--- src/rtl/sfx_sequencer_if.sv ---
// sfx_sequencer_if
//   Bundles the request/control inputs and the playback outputs of the
//   sound-effect sequencer.
//   master : event source / output stage side (drives req, enable, abort)
//   slave  : the sequencer itself
//   Signals:
//     req[3:0]    one-cycle request pulses ([0] win, [1] moo, [2] detect, [3] cheer)
//     enable      1 = run, 0 = pause tick counter and hold off new clips
//     abort       one-cycle pulse, stops the current clip
//     rom_addr    clip ROM address
//     sample_stb  one-cycle pulse per sample tick
//     play_sound  high while a clip is playing
//     busy        high when the sequencer is not idle
//     clip_id     index of the current/last clip
//     clip_done   one-cycle pulse on natural clip completion
//     pending     latched outstanding requests
interface sfx_sequencer_if #(
  parameter int unsigned ADDR_W = 18
) ();
  logic [3:0]        req;
  logic              enable;
  logic              abort;
  logic [ADDR_W-1:0] rom_addr;
  logic              sample_stb;
  logic              play_sound;
  logic              busy;
  logic [1:0]        clip_id;
  logic              clip_done;
  logic [3:0]        pending;

  modport master (
    output req, enable, abort,
    input  rom_addr, sample_stb, play_sound, busy, clip_id, clip_done, pending
  );

  modport slave (
    input  req, enable, abort,
    output rom_addr, sample_stb, play_sound, busy, clip_id, clip_done, pending
  );
endinterface

--- src/rtl/sfx_sequencer.sv ---
// sfx_sequencer
//   Latches game-event requests, picks one by fixed priority
//   (win > moo > detect > cheer) and plays that clip once by walking the
//   shared clip ROM from its start to its end address, one address per
//   sample tick of TICK_DIV clocks.
//   Ports:
//     CLOCK_50  system clock
//     resetn    asynchronous active-low reset
//     bus       sfx_sequencer_if.slave (requests in, playback signals out)
module sfx_sequencer #(
  parameter int unsigned TICK_DIV    = 1200,
  parameter int unsigned ADDR_W      = 18,
  parameter int unsigned WIN_START   = 0,
  parameter int unsigned WIN_END     = 16395,
  parameter int unsigned MOO_START   = 16396,
  parameter int unsigned MOO_END     = 66982,
  parameter int unsigned DET_START   = 66983,
  parameter int unsigned DET_END     = 83254,
  parameter int unsigned CHEER_START = 83255,
  parameter int unsigned CHEER_END   = 137138
) (
  input logic           CLOCK_50,
  input logic           resetn,
  sfx_sequencer_if.slave bus
);

  localparam int unsigned TW = $clog2(TICK_DIV);
  localparam logic [TW-1:0] TICK_LAST = TW'(TICK_DIV - 1);

  typedef enum logic [1:0] {
    S_IDLE,
    S_LOAD,
    S_PLAY,
    S_DONE
  } state_t;

  state_t            state_q, state_d;
  logic [3:0]        pending_q, pending_d;
  logic [3:0]        clr;
  logic [ADDR_W-1:0] addr_q, addr_d;
  logic [TW-1:0]     tick_q, tick_d;
  logic [1:0]        id_q, id_d;
  logic [1:0]        win_idx;
  logic [ADDR_W-1:0] start_addr;
  logic [ADDR_W-1:0] end_addr;
  logic              tick_hit;

  function automatic logic [ADDR_W-1:0] clip_start(input logic [1:0] id);
    case (id)
      2'd0:    clip_start = ADDR_W'(WIN_START);
      2'd1:    clip_start = ADDR_W'(MOO_START);
      2'd2:    clip_start = ADDR_W'(DET_START);
      default: clip_start = ADDR_W'(CHEER_START);
    endcase
  endfunction

  function automatic logic [ADDR_W-1:0] clip_end(input logic [1:0] id);
    case (id)
      2'd0:    clip_end = ADDR_W'(WIN_END);
      2'd1:    clip_end = ADDR_W'(MOO_END);
      2'd2:    clip_end = ADDR_W'(DET_END);
      default: clip_end = ADDR_W'(CHEER_END);
    endcase
  endfunction

  // Lowest set pending bit wins.
  always_comb begin
    win_idx = 2'd0;
    if (pending_q[0])      win_idx = 2'd0;
    else if (pending_q[1]) win_idx = 2'd1;
    else if (pending_q[2]) win_idx = 2'd2;
    else if (pending_q[3]) win_idx = 2'd3;
  end

  assign start_addr = clip_start(win_idx);
  assign end_addr   = clip_end(id_q);

  // A sample tick needs a running counter; a paused counter sitting at the
  // last count does not strobe, and an abort cancels the tick.
  assign tick_hit = (state_q == S_PLAY) && bus.enable && !bus.abort &&
                    (tick_q == TICK_LAST);

  always_comb begin
    state_d = state_q;
    addr_d  = addr_q;
    tick_d  = tick_q;
    id_d    = id_q;
    clr     = '0;

    case (state_q)
      S_IDLE: begin
        addr_d = '0;
        tick_d = '0;
        if (bus.enable && (pending_q != 4'b0000)) state_d = S_LOAD;
      end

      S_LOAD: begin
        // The request is consumed even if this cycle is aborted.
        id_d = win_idx;
        clr  = 4'b0001 << win_idx;
        tick_d = '0;
        if (bus.abort) begin
          state_d = S_IDLE;
          addr_d  = '0;
        end else begin
          state_d = S_PLAY;
          addr_d  = start_addr;
        end
      end

      S_PLAY: begin
        if (bus.abort) begin
          state_d = S_IDLE;
          addr_d  = '0;
          tick_d  = '0;
        end else if (bus.enable) begin
          if (tick_hit) begin
            tick_d = '0;
            if (addr_q == end_addr) begin
              state_d = S_DONE;
              addr_d  = '0;
            end else begin
              addr_d = addr_q + 1'b1;
            end
          end else begin
            tick_d = tick_q + 1'b1;
          end
        end
      end

      S_DONE: begin
        addr_d  = '0;
        tick_d  = '0;
        state_d = S_IDLE;
      end

      default: begin
        state_d = S_IDLE;
        addr_d  = '0;
        tick_d  = '0;
      end
    endcase

    // A request arriving in the same cycle LOAD clears its bit keeps it set.
    pending_d = (pending_q & ~clr) | bus.req;
  end

  always_ff @(posedge CLOCK_50 or negedge resetn) begin
    if (!resetn) begin
      state_q   <= S_IDLE;
      pending_q <= '0;
      addr_q    <= '0;
      tick_q    <= '0;
      id_q      <= '0;
    end else begin
      state_q   <= state_d;
      pending_q <= pending_d;
      addr_q    <= addr_d;
      tick_q    <= tick_d;
      id_q      <= id_d;
    end
  end

  always_comb begin
    bus.rom_addr   = addr_q;
    bus.sample_stb = tick_hit;
    bus.play_sound = (state_q == S_PLAY);
    bus.busy       = (state_q != S_IDLE);
    bus.clip_id    = id_q;
    bus.clip_done  = (state_q == S_DONE);
    bus.pending    = pending_q;
  end

endmodule

--- src/flat_wrapper.sv ---
// flat-port wrapper written by rule: the top's interface ports become plain ports
module sfx_sequencer_flat 
#(
  parameter int unsigned TICK_DIV    = 1200,
  parameter int unsigned ADDR_W      = 18,
  parameter int unsigned WIN_START   = 0,
  parameter int unsigned WIN_END     = 16395,
  parameter int unsigned MOO_START   = 16396,
  parameter int unsigned MOO_END     = 66982,
  parameter int unsigned DET_START   = 66983,
  parameter int unsigned DET_END     = 83254,
  parameter int unsigned CHEER_START = 83255,
  parameter int unsigned CHEER_END   = 137138
)
  (CLOCK_50, resetn, bus_req, bus_enable, bus_abort, bus_rom_addr, bus_sample_stb, bus_play_sound, bus_busy, bus_clip_id, bus_clip_done, bus_pending);
  sfx_sequencer_if #(.ADDR_W(ADDR_W)) bus_i ();
  input logic CLOCK_50;
  input logic resetn;
  input wire logic [$bits(bus_i.req)-1:0] bus_req;
  input wire logic [$bits(bus_i.enable)-1:0] bus_enable;
  input wire logic [$bits(bus_i.abort)-1:0] bus_abort;
  output wire logic [$bits(bus_i.rom_addr)-1:0] bus_rom_addr;
  output wire logic [$bits(bus_i.sample_stb)-1:0] bus_sample_stb;
  output wire logic [$bits(bus_i.play_sound)-1:0] bus_play_sound;
  output wire logic [$bits(bus_i.busy)-1:0] bus_busy;
  output wire logic [$bits(bus_i.clip_id)-1:0] bus_clip_id;
  output wire logic [$bits(bus_i.clip_done)-1:0] bus_clip_done;
  output wire logic [$bits(bus_i.pending)-1:0] bus_pending;
  assign bus_i.req = bus_req;
  assign bus_i.enable = bus_enable;
  assign bus_i.abort = bus_abort;
  assign bus_rom_addr = bus_i.rom_addr;
  assign bus_sample_stb = bus_i.sample_stb;
  assign bus_play_sound = bus_i.play_sound;
  assign bus_busy = bus_i.busy;
  assign bus_clip_id = bus_i.clip_id;
  assign bus_clip_done = bus_i.clip_done;
  assign bus_pending = bus_i.pending;
  sfx_sequencer #(.TICK_DIV(TICK_DIV), .ADDR_W(ADDR_W), .WIN_START(WIN_START), .WIN_END(WIN_END), .MOO_START(MOO_START), .MOO_END(MOO_END), .DET_START(DET_START), .DET_END(DET_END), .CHEER_START(CHEER_START), .CHEER_END(CHEER_END)) u_core (.CLOCK_50(CLOCK_50), .resetn(resetn), .bus(bus_i));
endmodule
--- config.mk ---
export PLATFORM = sky130hd
export DESIGN_NAME = sfx_sequencer_flat
export DESIGN_NICKNAME = d
export VERILOG_FILES = /design/src/rtl/sfx_sequencer_if.sv /design/src/rtl/sfx_sequencer.sv /design/src/flat_wrapper.sv
export SDC_FILE = /design/constraint.sdc
export NUM_CORES = 1
export LEC_CHECK = 0
export BUFFER_PORTS_ARGS = -buffer_cell sky130_fd_sc_hd__buf_2
export CAP_MARGIN = 30
export CORE_ASPECT_RATIO = 1.2
export CORE_MARGIN = 2
export CORE_UTILIZATION = 49
export CTS_CLUSTER_SIZE = 28
export DETAILED_ROUTE_END_ITERATION = 16
export GPL_TIMING_DRIVEN = 1
export PLACE_DENSITY_LB_ADDON = 0.1
export SYNTH_ARGS = -nofsm -noshare
export SYNTH_HDL_FRONTEND = slang
export SYNTH_SLANG_ARGS = --single-unit
--- constraint.sdc ---
create_clock -name CLOCK_50 -period 6.5 [get_ports CLOCK_50]
set_clock_uncertainty 0.1 [all_clocks]
set_input_delay 0.65 -clock CLOCK_50 [delete_from_list [all_inputs] [get_ports CLOCK_50]]
set_output_delay 0.65 -clock CLOCK_50 [all_outputs]
set_load 0.01 [all_outputs]
### After elaboration in Yosys (flattened, before gate mapping)

Index checks and enable logic that the tools add are counted.

* RAM bits: 0
* memories kept: 0
* memory bits (read-only): 0
* bits in latches: 0
* input port bits: 8
* register bits: 37

* reduce and logical (&&, ||, !) cells: 14
* $lt $le $gt $ge: 0
* $mul: 0
* eq/ne operators: 13
* add/subtract/negate cells: 2
* muxes and demuxes: 24
* divide/modulo/power cells: 0
* shifts and indexed selects: 1
* bitwise logic cells: 3

Operator list (count)
* $pmux 18 s3: 2
* $mux 18: 4
* $pmux 17 s3: 1
* $mux 11: 3
* $pmux 11 s2: 1
* $mux 2: 10
* $add 18x1->18 const B: 1
* $eq 18x18->1: 1
* $mux 17: 1
* $add 11x1->11 const B: 1
* $eq 11x11->1 const B: 1
* $eq 2x2->1 const B: 4
* $pmux 2 s4: 1
* $eq 2x1->1 const B: 3
* $logic_not 2->1: 3
* $ne 3x3->1 const B: 2
* $and 4x4->4: 1
* $logic_and 1x1->1: 4
* $mux 4: 1
* $not 4->4: 1
* $or 4x4->4: 1
* $reduce_and 4->1: 1
* $reduce_bool 4->1: 1
* $shl 1x2->4 const A: 1
* other kinds (7): 7

### Longest topological paths before layout

* depth after elaboration: 9
* mapped depth: 9
* depth with buffers taken out: 8

### Worst setup path after synthesis

Ideal clock, no wire load.

* path type: flip-flop to flip-flop
* start: register u_core.id_q[0], in the netlist u_core.bus.clip_id[0]
* end: register u_core.addr_q[3], in the netlist u_core.bus.rom_addr[3]
* period minus slack after synthesis: 2.338 ns
* path buffers: 0
* cell stages (with the launch flop): 8
* slack: 4.162 ns
* data arrival time: 2.112 ns
* library setup time: 0.126 ns
* path through: dfrtp_1 inv_1 ha_1 or3_1 a221oi_2 a21oi_2 a21o_1 a221o_1

* longest elaborated chain between the ends: 8

RTL lines
* start, declared: line sfx_sequencer.sv:42 `logic [1:0] id_q, id_d;`
* start signal, assigned: line sfx_sequencer.sv:160 `id_q <= id_d;`
* $eq 2x2->1 (tied with other cells): line sfx_sequencer.sv:58 `case (id)`
* $pmux 18 s3 *: line sfx_sequencer.sv:58
* $eq 18x18->1 *: line sfx_sequencer.sv:119 `if (addr_q == end_addr) begin`
* $mux 18 *: line sfx_sequencer.sv:119
* $mux 18 *: line sfx_sequencer.sv:117 `if (tick_hit) begin`
* $mux 18 *: line sfx_sequencer.sv:116 `end else if (bus.enable) begin`
* $mux 18 *: line sfx_sequencer.sv:112 `if (bus.abort) begin`
* $pmux 18 s3 *: line sfx_sequencer.sv:90 `case (state_q)`
* end signal, assigned: line sfx_sequencer.sv:158 `addr_q <= addr_d;`
* end, declared: line sfx_sequencer.sv:40 `logic [ADDR_W-1:0] addr_q, addr_d;`

Every way passes the cells marked *; elsewhere a longest branch is shown, timed or not. The select of a mux whose other input is x is not followed.
A chain may end at the register's enable or synchronous reset.

### Worst setup path after layout

Same ends and word-level chain as after synthesis.

==> impl_metrics.ini <==
[clocking]
root_buffer = clkbuf_8
cts_sinks = 37
cts_tree = yes
hold_buffers = 0
clock_latency_ns = 0.29
cts_setup_buffers = 0
ctsLongestPathBuffers = 2
htreeDepth = 2
cts_buffers = 5
post_cts_resized = 0
clkTransAtPathRegs_ns = 0.07

[grt]
grt_first_pass_wirelength_um = 8549
grt_pass1_vias = 1733
antenna_found_initial = 0
grt_util_all_layers = 0.2237
grt_max_degree = 38
grt-ovfl-total = 0

[cells_and_area]
instances_no_fill = 340
nets = 296
area_delta_synth_final_pct = 15.25
fin_util = 0.5837
fillers = 407
drive_gt1_frac = 0.1725
register_area_um2 = 925.9
multi_input_area_mm2 = 0.001136
num_antenna_cells = 0

[floorplanning]
die_h_um = 76.70
initial_core_util = 0.5065
design.core.area_mm2 = 0.004262
ioPinCount = 36
dieArea_mm2 = 0.004954
fp.dieW_um = 64.59
row_count = 26

[setup_path]
ff2ff_setup_slack_ns = 3.92
startpoint_type = flip-flop
worstSetupPathType = flip-flop to flip-flop
crit_slowest_cell = dfrtp_1
reg2regPathDepth = 7
cp-end-kind = flip-flop
worstPathMaxFanout = 14
crit_required_ns = 6.58
slowest_delay_ns = 0.43
rr_endpoint = u_core.bus.rom_addr[3]$_DFFE_PN0P_
crit_chain = inv_1 > ha_1 > or3_1 > a221oi_2 > a21oi_2 > a21o_1 > a221o_1
timing.rr.start = u_core.bus.clip_id[0]$_DFFE_PN0N_
arrival_ns = 2.65

[yosys]
synthesis.nets = 261
synth.most_common_cell = dfrtp_1
synth.largest_area_cell = dfrtp_1
synth_area_leaders = dfrtp_1, a21oi_1, nor2_1
ys_seq_elements = 37
syn_inst = 248
yosysWarnings = 0
synthArstFlopShare = 1.000
synth-edff-count = 0
yosysTopAreaCellShare = 0.4290
ys_seq_area_frac = 0.4290
synthFlopType = dfrtp_1
synth_area_mm2 = 0.002158
synth_top_cells_by_count = dfrtp_1, nor2_1, nand2_1, a21oi_1, inv_1
synthDistinctLibCells = 45
syn_avg_cell_area_um2 = 8.703

[timing]
drv_slew = 0
hold_violations = 0
fin_ws_ns = 3.924
worstMarginPinSlew_ns = 0.9162
whs_ns = 0.3563
fmax_mhz = 388.2
period_share = 0.3963
setup_violations = 0
fin_setup_tns_ns = 0
max_slew_margin = 0.3845
rsz0062_at_grt = false
period_needed_ns = 2.576

[pwr]
p_int_mw = 0.3801
seqPwrFrac = 0.487
p_switching_mw = 0.1243
powerDensity_mw_per_mm2 = 202.8
peakVddDrop_mv = 0.1404
power_frac_clock = 0.409
p_leak_nw = 1.113
sw_frac_of_total = 0.2464
combPwrFrac = 0.104

[drt]
drtAntennaViolNets = 0
num_vias = 1942
via_per_inst = 5.712
drc_errors = 0
dr.pass1.iters = 4
wirelength_um = 5237
drt_iter0_markers = 131
detail_route.wl_per_cell_um = 15.40

[placement]
numPlacedInstances = 332
gp_congestion = 0.8515
port_buffers = 35
dp_hpwl_um = 3744
dpl_worst_slack_ns = 3.885

[flow_run]
maxCapViolCount = 0

[run_status]
status = finished clean

[worst_hold_path]
hold_path_class = input pin to async pin
stage by stage:
step           instance area [um2]  power [mW]
2_1_floorplan                 2158      0.2807
3_3_place_gp                  2371      0.3015
3_5_place_dp                  2371      0.3027
4_1_cts                       2487      0.5082
5_1_grt                       2487      0.5261
6_report                      2487      0.5043
area by class of cell:
type                       count  area share
clock buffer                   7     0.03471
clock inverter                 1     0.01207
inverter                      17     0.02565
multi-input combinational    187      0.4567
sequential                    37      0.3722
tap                           56     0.02817
timing repair buffer          35     0.07042
layout by cell type (no fill, tap or decap), types with 2 or more instances in the layout:
cell	count
o21ai_0	11
nand4_1	7
nor4_1	3
o211ai_1	3
and3_1	8
inv_1	17
o221ai_1	3
nand4b_1	2
buf_2	35
nand2b_1	7
nor2_1	22
ha_1	5
o22ai_1	3
nor3_1	4
xor2_1	5
nand2_1	21
a21oi_1	17
or3_1	10
dfrtp_1	37
and4bb_2	2
a41oi_1	2
a221o_1	2
a31oi_1	5
and2_1	5
nand3_1	15
o31ai_1	5
clkbuf_8	6
a21o_1	4
cell families after synthesis:
| group | Yosys count | synth area share |
|---|---|---|
| AOI/OAI and AO/OA | 61 | 0.1867 |
| xor gates and xnor gates | 6 | 0.02435 |
| adders and majority gates | 5 | 0.02899 |
| buffers and inverters | 24 | 0.04464 |
| DFF | 37 | 0.4290 |
| and+or+nand+nor | 115 | 0.2864 |
worst max-delay path by stage:
stage                                            startpoint                             endpoint  slack, ns  depth (start not counted)
final                     u_core.bus.clip_id[0]$_DFFE_PN0N_   u_core.bus.rom_addr[3]$_DFFE_PN0P_       3.92                          7
after CTS                 u_core.bus.clip_id[0]$_DFFE_PN0N_   u_core.bus.rom_addr[5]$_DFFE_PN0P_       3.93                          7
after detailed placement                          bus_abort   u_core.bus.rom_addr[5]$_DFFE_PN0P_       3.89                          5
after floorplan           u_core.bus.clip_id[0]$_DFFE_PN0N_   u_core.bus.rom_addr[3]$_DFFE_PN0P_       4.16                          7
after global routing      u_core.bus.clip_id[0]$_DFFE_PN0N_  u_core.bus.rom_addr[14]$_DFFE_PN0P_       3.77                          7
after global placement                            bus_abort  u_core.bus.rom_addr[11]$_DFFE_PN0P_       3.93                          5
flip-flops by register name, summed over array words and instances (netlist names):
name / cells
u_core.tick_q: 11
u_core.bus.rom_addr: 18
u_core.bus.pending: 4
u_core.bus.clip_id: 2
u_core.state_q: 2
layer usage:
metal / up-vias / wire, um / GRT usage
li1: 978 / - / -
met1: 906 / 2362 / 0.3196
met2: 53 / 2527 / 0.3417
met3: 5 / 289 / 0.04545
met4: 0 / 57 / 0.07021
met5: - / 0 / 0
critical path: cells and delay by family (launching register included):
kind | cells | cell delay, ns
AO/OA/AOI/OAI | 4 | 1.16
adder cells (fa/ha/maj) | 1 | 0.32
buffers and inverters | 1 | 0.09
flip-flops | 1 | 0.43
AND/OR/NAND/NOR | 1 | 0.37
power groups by stage:
stage / combinational [mW] / clock [mW] / sequential, mW
floorplan: 0.0312 / 0 / 0.250
global placement: 0.0518 / 0 / 0.250
detailed placement: 0.0526 / 0 / 0.250
CTS: 0.0530 / 0.210 / 0.246
global route: 0.0587 / 0.221 / 0.247
finish: 0.0522 / 0.206 / 0.246
Note: power is estimated with default switching activity, not from simulation.
